===== src/rtl/pipelined_multi_add_pkg.sv =====
// Shared constant helpers for the pipelined multi-operand adder: operand-tree
// depth, per-level group counts and the derived output width.
package pipelined_multi_add_pkg;

    function automatic int clog2(input int n);
        int r;
        int v;
        r = 0;
        v = 1;
        while (v < n) begin
            v = v * 2;
            r++;
        end
        return r;
    endfunction

    // Number of 3:1 levels needed to reduce n operands to one.
    function automatic int num_stg3(input int n);
        int s;
        int m;
        s = 0;
        m = 1;
        while (m < n) begin
            m = m * 3;
            s++;
        end
        return s;
    endfunction

    function automatic int lvl_count(input int n, input int lvl);
        int c;
        c = n;
        for (int i = 0; i < lvl; i++) begin
            c = (c + 2) / 3;
        end
        return c;
    endfunction

    function automatic int calc_out_w(input int width, input int num_in,
                                      input int accum, input int acc_extra);
        return width + clog2(num_in) + ((accum != 0) ? acc_extra : 0);
    endfunction

endpackage


===== src/rtl/pipelined_multi_add_stage.sv =====
// One registered 3:1 reduction level. Operands arrive already widened to their
// final width, so each group sum is exact without further growth.
module ternary_add_stage
    import pipelined_multi_add_pkg::*;
#(
    parameter int WIDTH_IN = 8,
    parameter int N_IN     = 3,
    parameter int SIGN_EXT = 0,
    localparam int N_OUT   = lvl_count(N_IN, 1)
) (
    input  logic                      clk,
    input  logic                      arst_n,
    input  logic                      en,
    input  logic                      vi,
    input  logic [N_IN*WIDTH_IN-1:0]  d,
    output logic                      vo,
    output logic [N_OUT*WIDTH_IN-1:0] q
);

    localparam int W = WIDTH_IN;

    logic [3*N_OUT*W-1:0] padded;
    logic [N_OUT*W-1:0]   sum;

    always_comb begin
        padded              = '0;
        padded[N_IN*W-1:0]  = d;
    end

    for (genvar g = 0; g < N_OUT; g++) begin : g_grp
        if (SIGN_EXT != 0) begin : g_signed
            assign sum[g*W +: W] = $signed(padded[(3*g)*W +: W])
                                 + $signed(padded[(3*g+1)*W +: W])
                                 + $signed(padded[(3*g+2)*W +: W]);
        end else begin : g_unsigned
            assign sum[g*W +: W] = padded[(3*g)*W +: W]
                                 + padded[(3*g+1)*W +: W]
                                 + padded[(3*g+2)*W +: W];
        end
    end

    // A bubble clears the valid bit but leaves the data register untouched.
    always_ff @(posedge clk or negedge arst_n) begin
        if (!arst_n) begin
            vo <= 1'b0;
            q  <= '0;
        end else if (en) begin
            vo <= vi;
            if (vi) begin
                q <= sum;
            end
        end
    end

endmodule


===== src/rtl/pipelined_multi_add.sv =====
// Pipelined NUM_IN-operand adder built from registered 3:1 levels, with
// ready/valid flow control and an optional running-total accumulator.
module pipelined_multi_add
    import pipelined_multi_add_pkg::*;
#(
    parameter int WIDTH     = 8,
    parameter int NUM_IN    = 9,
    parameter int SIGN_EXT  = 0,
    parameter int ACCUM     = 0,
    parameter int ACC_EXTRA = 8,
    localparam int OUT_W    = calc_out_w(WIDTH, NUM_IN, ACCUM, ACC_EXTRA)
) (
    input  logic                    clk,
    input  logic                    arst_n,
    input  logic                    in_valid,
    output logic                    in_ready,
    input  logic [NUM_IN*WIDTH-1:0] in_data,
    input  logic                    acc_clr,
    output logic                    out_valid,
    input  logic                    out_ready,
    output logic [OUT_W-1:0]        out_sum
);

    localparam int NUM_STG = num_stg3(NUM_IN);

    logic                    adv;
    logic [NUM_IN*OUT_W-1:0] ext_data;
    logic [OUT_W-1:0]        last_sum;
    logic                    last_vo;

    assign adv      = ~out_valid | out_ready;
    assign in_ready = adv;

    for (genvar k = 0; k < NUM_IN; k++) begin : g_ext
        if (SIGN_EXT != 0) begin : g_sx
            assign ext_data[k*OUT_W +: OUT_W] =
                {{(OUT_W-WIDTH){in_data[k*WIDTH+WIDTH-1]}}, in_data[k*WIDTH +: WIDTH]};
        end else begin : g_zx
            assign ext_data[k*OUT_W +: OUT_W] =
                {{(OUT_W-WIDTH){1'b0}}, in_data[k*WIDTH +: WIDTH]};
        end
    end

    // Each level feeds the next; all levels share one advance enable.
    for (genvar i = 0; i < NUM_STG; i++) begin : g_stg
        localparam int NI = lvl_count(NUM_IN, i);
        localparam int NO = lvl_count(NUM_IN, i + 1);

        logic [NI*OUT_W-1:0] d;
        logic                vi;
        logic [NO*OUT_W-1:0] q;
        logic                vo;

        if (i == 0) begin : g_first
            assign d  = ext_data;
            assign vi = in_valid;
        end else begin : g_next
            assign d  = g_stg[i-1].q;
            assign vi = g_stg[i-1].vo;
        end

        ternary_add_stage #(
            .WIDTH_IN (OUT_W),
            .N_IN     (NI),
            .SIGN_EXT (SIGN_EXT)
        ) u_stage (
            .clk    (clk),
            .arst_n (arst_n),
            .en     (adv),
            .vi     (vi),
            .d      (d),
            .vo     (vo),
            .q      (q)
        );
    end

    assign last_sum = g_stg[NUM_STG-1].q;
    assign last_vo  = g_stg[NUM_STG-1].vo;

    if (ACCUM != 0) begin : g_acc
        logic [NUM_STG-1:0] clr_pipe;
        logic               acc_valid;
        logic [OUT_W-1:0]   acc;

        // The clear flag rides alongside its sample so it meets the total on time.
        always_ff @(posedge clk or negedge arst_n) begin
            if (!arst_n) begin
                clr_pipe  <= '0;
                acc_valid <= 1'b0;
                acc       <= '0;
            end else if (adv) begin
                clr_pipe[0] <= acc_clr;
                for (int s = 1; s < NUM_STG; s++) begin
                    clr_pipe[s] <= clr_pipe[s-1];
                end
                acc_valid <= last_vo;
                if (last_vo) begin
                    acc <= clr_pipe[NUM_STG-1] ? last_sum : acc + last_sum;
                end
            end
        end

        assign out_valid = acc_valid;
        assign out_sum   = acc;
    end else begin : g_noacc
        logic unused_clr;
        assign unused_clr = acc_clr;
        assign out_valid  = last_vo;
        assign out_sum    = last_sum;
    end

endmodule

===== config.mk =====
export PLATFORM = sky130hd
export DESIGN_NAME = pipelined_multi_add
export DESIGN_NICKNAME = d
export VERILOG_FILES = /design/src/rtl/pipelined_multi_add_pkg.sv /design/src/rtl/pipelined_multi_add_stage.sv /design/src/rtl/pipelined_multi_add.sv
export SDC_FILE = /design/constraint.sdc
export NUM_CORES = 1
export LEC_CHECK = 0
export CAP_MARGIN = 10
export CORE_UTILIZATION = 47
export CTS_CLUSTER_DIAMETER = 40
export DETAILED_ROUTE_END_ITERATION = 10
export GPL_TIMING_DRIVEN = 1
export PLACE_DENSITY = 0.8
export SYNTH_ARGS = -nofsm -noshare
export SYNTH_HDL_FRONTEND = slang
export SYNTH_SLANG_ARGS = --single-unit

===== constraint.sdc =====
create_clock -name clk -period 2.45 [get_ports clk]
set_input_delay 0.245 -clock clk [delete_from_list [all_inputs] [get_ports clk]]
set_output_delay 0.245 -clock clk [all_outputs]
set_load 0.05 [all_outputs]

# Word-level counts from Yosys, hierarchy flattened
# Index checks and enable logic that the tools add are counted.
[totals]
word_cells = 16
out_inout_bits = 14
ff_bits = 50
[classes]
addsub = 8
reduce_logical = 2
bitwise_logic = 2
[op_table]
columns = ["cell", "n"]
rows = [
  ["adder 12 x 8 -> 12 bit", 3],
  ["adder 8 x 8 -> 9 bit", 3],
  ["adder 12 bit", 2],
  ["AND reduction 2 bit", 2],
  ["inverter 1 bit", 1],
  ["bitwise OR 1 bit", 1],
]

# Depth between registers and ports, before layout
[depth]
depth_word = 3
mapped_depth = 13

# Modules after synthesis
# Synthesis repeated with hierarchy kept, for this count alone.
[hier_totals]
hier_cells = 480
area_unflattened_um2 = 4715.8
[by_module_without_submodules]
columns = ["mod", "area_per_inst_um2", "cells_per_inst", "instances"]
rows = [
  ["ternary_add_stage at g_stg[0].u_stage", 3502.1, 356, 1],
  ["ternary_add_stage at g_stg[1].u_stage", 1203.7, 122, 1],
  ["pipelined_multi_add", 10.0, 2, 1],
]

# Worst setup path before layout
# OpenSTA, ideal clock, no wires.
[synth_timing]
path_type = "input -> register"
from = "input port in_data[24]"
to = "register g_stg[0].u_stage.q[19]"
path_buffers = 0
arrival_time_ns = 2.377
required_ns = 2.329
setup_slack_ns = -0.048
path_stages = 12
path_cell_list = "ha_1 -> inv_1 -> fa_1 -> nor2b_1 -> o21a_1 -> nor2_1 -> xnor2_1 -> ha_1 -> o21ai_0 -> o21bai_1 -> a211o_1 -> a22o_1"
[synth_via]
elab_chain_len = 2
[synth_lines]
columns = ["element", "line", "rtl"]
rows = [
  ["start: declaration", "pipelined_multi_add.sv:17", "input logic [NUM_IN*WIDTH-1:0] in_data,"],
  ["adder 8 x 8 -> 9 bit", "pipelined_multi_add_stage.sv:37", "+ padded[(3*g+1)*W +: W]"],
  ["adder 12 x 8 -> 12 bit", "pipelined_multi_add_stage.sv:38", "+ padded[(3*g+2)*W +: W];"],
  ["end signal: assignment", "pipelined_multi_add_stage.sv:50", "q <= sum;"],
  ["end: declaration", "pipelined_multi_add_stage.sv:17", "output logic [N_OUT*WIDTH_IN-1:0] q"],
]
# No other way between the ends.
# A chain may end at the register's enable or synchronous reset.

# Final worst setup path
[layout_timing]
from = "input port in_data[34]"
to = "register g_stg[0].u_stage.q[19]"
# The elaborated chain is that of the path after synthesis.

==> impl_metrics.csv <==
group,metric,value,unit
status,status,"finished with violations",
status,violations,"setup timing",
power,vdd_drop_max,635,uV
sta,timing.final.ws_setup,-0.160,ns
worst_setup_path,path_class,"in2reg",
power,power_switching,2.85,mW
power,seq_power_share,19.6,%
worst_setup_path,worst_path_largest_cell_delay,0.55,ns
yosys,ys.flop_type,"dfrtp_1",
clocking,clkSlewWorstSetupHoldPaths,0.08,ns
yosys,synth_area_leaders,"dfrtp_1 26%, ha_1 18%, fa_1 8.2%, xnor2_1 5.0%, nand2_1 4.3%",
global_routing,antenna_found_initial,0,
yosys,ys_async_sr_fraction,100,%
floorplan,rows,33,
yosys,syn_area,4170,um^2
clocking,clock_latency,0.30,ns
sta,skew,0.00696,ns
clocking,clock-sinks,44,
power,power_switching_share,46.5,%
worst_setup_path,timing.reg2reg.setup_slack,-0.09,ns
worst_setup_path,path_buf_inv,3,
cells_and_area,stdcell_area,6450,um^2
clocking,cts_inserted_buffers,5,
yosys,yosys.area.top_type,"dfrtp_1",
cells_and_area,areaGrowthSynthToFinish,54.8,%
floorplan,design.die.area,9250,um^2
cells_and_area,fillers,494,
sta,hold_violations,0,
power,leakage,2.98,nW
drt,finalWirelength,13200,um
sta,setup_viol,9,
worst_setup_path,arrival,2.80,ns
cells_and_area,drive_gt1_share,30.8,%
worst_setup_path,crit_top_cell,"buf_4",
yosys,synth_cell_types,47,
worst_setup_path,worstReg2RegEnd,"g_stg[1].u_stage.q[8]",
worst_setup_path,critPathLaunch,"in_data[34]",
drt,ant_nets,0,
yosys,yosysWarnings,0,
global_routing,grt_pass1_vias,4165,
yosys,syn_avg_cell_area,9.04,um^2
yosys,ys_seq_area_share,26.4,%
cells_and_area,n_antenna_cell,0,
yosys,synth_common_cells,"60 x ha_1, 48 x nand2_1, 44 x dfrtp_1",
power,power,6.13,mW
floorplan,fp.dieW,96.2,um
worst_setup_path,r2r_cells,7,
cells_and_area,nets,795,
sta,worstMarginPinSlew,0.984,ns
floorplan,initial_core_util,49.7,%
drt,drcViolationCount,0,
global_routing,grt_max_degree,45,
worst_setup_path,worst-path-max-fanout,4,
power,internal_power,3.28,mW
worst_setup_path,crit_path_start_kind,"input pin",
power,p_clk_share,9.1,%
sta,hold_slack,0.0977,ns
worst_setup_path,cp-endpoint,"g_stg[0].u_stage.q[19]",
drt,dr_total_vias,4255,
placement,gp_congestion,0.906,
drt,first_pass_iters,5,
worst_setup_path,crit_path_end_kind,"flip-flop",
global_routing,gr-total-overflow,0,
yosys,synth_edf_count,0,
cells_and_area,seqCellArea,1100,um^2
floorplan,core_area,8380,um^2
yosys,yosys.cell_count.top_type,"ha_1",
worst_setup_path,crit_family,"compound AO/OA/AOI/OAI gates",
drt,viasPerCell,5.70,
drt,wire_per_inst,17.7,um
clocking,cts_tree,"yes",
floorplan,die_h,96.2,um
worst_setup_path,crit_chain,"clkdlybuf4s50_1, ha_4, buf_4, a21oi_4, o21bai_2, nor2_1, xnor2_1, ha_1, buf_4, o21ai_2, o21bai_1, a211o_1, a22o_1",
global_routing,grt_usage,25.2,%
clocking,cts.htree.levels,2,
worst_setup_path,crit_cells,13,
clocking,root_buffer,"clkbuf_8",
worst_setup_path,slowest_stage,"clkdlybuf4s50_1",
worst_setup_path,r2r-start,"g_stg[0].u_stage.q[2]",
power,pwr-share-comb,71.4,%
sta,post-route-period-util,107,%
worst_setup_path,critPathRequiredTime,2.64,ns
placement,dpl-instance-area,5700,um^2
worst_hold_path,holdCritPathClass,"in2async",
drt,drtIter0Drc,251,
sta,slew-limit-headroom,34.4,%
placement,post-dp-hpwl,8490,um
sta,fmax,383,MHz
yosys,ys_ff_latch,44,
sta,period_needed,2.61,ns
flow_run,max-cap-violations,0,
yosys,syn_inst,461,
sta,rsz0062_at_grt,"true",
yosys,synth_top_area_share,26.4,%
global_routing,grt_pass1_wl,18200,um
yosys,synthesis.nets,615,
placement,portBuffers,89,
clocking,cts_max_path_buffers,2,
sta,finalMaxSlewViolations,0,
power,p_per_area,950,nW/um^2
floorplan,boundaryPins,91,
cells_and_area,multi_input_area,3440,um^2
stage by stage:
step           TNS (ns)  setup WS, ns  utilization, %  cells
6_report         -0.643        -0.160            77.0    747
5_1_grt           -1.65        -0.225            77.0    747
4_1_cts          -0.233       -0.0723            72.8    742
3_5_place_dp      -9.05        -0.672            68.0    719
3_3_place_gp      -7.05        -0.550            68.0    719
2_1_floorplan         0       0.00181               -    461
cell families (layout without fill, tap and decap cells):
family	Yosys count	in the layout	share of synthesized area (%)
buf+inv	34	215	3.27
xor+xnor	30	30	6.30
simple gates	124	124	13.4
fa+ha+maj	77	77	26.2
compound gates	149	149	23.6
mux	3	3	0.810
flops	44	44	26.4
registers in the layout (all words and copies together) (netlist names):
register / count
g_stg.u_stage.q: 42
g_stg.u_stage.vo: 2
layout by cell type, fill, tap and decap left out, drive strengths merged, types with 3 or more instances in the layout:
cell	instances
buf	95
clkdlybuf4s50	65
ha	60
nand2	49
o21ai	49
dfrtp	44
nor2	34
inv	25
xnor2	24
a21oi	18
fa	17
o21a	14
a21o	14
clkbuf	12
dlymetal6s2s	10
nand3	10
a211oi	9
nor2b	7
nor3	6
a22o	6
xor2	6
o21bai	6
o31ai	5
o31a	4
nor3b	4
dlygate4sd2	4
o41ai	4
o2111ai	3
nand4	3
a31oi	3
o2bb2ai	3
mux2	3
o211ai	3
and2	3
or2	3
metal layers:
metal | wire, um | global-route usage [%] | vias up | share of wire, %
met1 | 5180 | 29.9 | 2040 | 39
met4 | 269 | 5.47 | 0 | 2.0
li1 | - | - | 2025 | -
met3 | 657 | 3.63 | 31 | 5.0
met2 | 7130 | 47.4 | 159 | 54
met5 | 0 | 0 | - | 0
timing repair:
item / 4_1_cts / 5_1_grt
resized for setup: 67 / 74
hold buffers: 0 / 0
endpoints found under the setup margin: 19 / 22
pin swaps: 64 / 67
setup buffers: 15 / 5
power groups by stage:
stage	sequential [mW]	clock [mW]	combinational [mW]
floorplan	1.47	0	2.19
global placement	1.19	0	3.53
detailed placement	1.21	0	3.66
CTS	1.19	0.561	3.92
global route	1.23	0.582	4.75
finish	1.20	0.556	4.37
area by class of cell:
| cell class | instances | area share (%) |
|---|---|---|
| clock buffer | 6 | 1.12 |
| clock inverter | 2 | 0.543 |
| inverter | 25 | 1.45 |
| multi-input combinational | 383 | 53.3 |
| sequential | 44 | 17.1 |
| tap | 105 | 2.04 |
| timing repair buffer | 182 | 24.5 |
worst min-delay path by stage:
| stage | from | endpoint | slack [ns] |
|---|---|---|---|
| after global placement | arst_n | g_stg[1].u_stage.q[11] | 0.43 |
| after CTS | arst_n | g_stg[1].u_stage.q[11] | 0.12 |
| after detailed placement | arst_n | g_stg[1].u_stage.q[9] | 0.45 |
| final | arst_n | g_stg[1].u_stage.q[9] | 0.1 |
| after floorplan | arst_n | g_stg[0].u_stage.q[0] | -0.05 |
| after global routing | arst_n | g_stg[1].u_stage.q[8] | 0.19 |
Note: power is estimated with default switching activity, not from simulation.
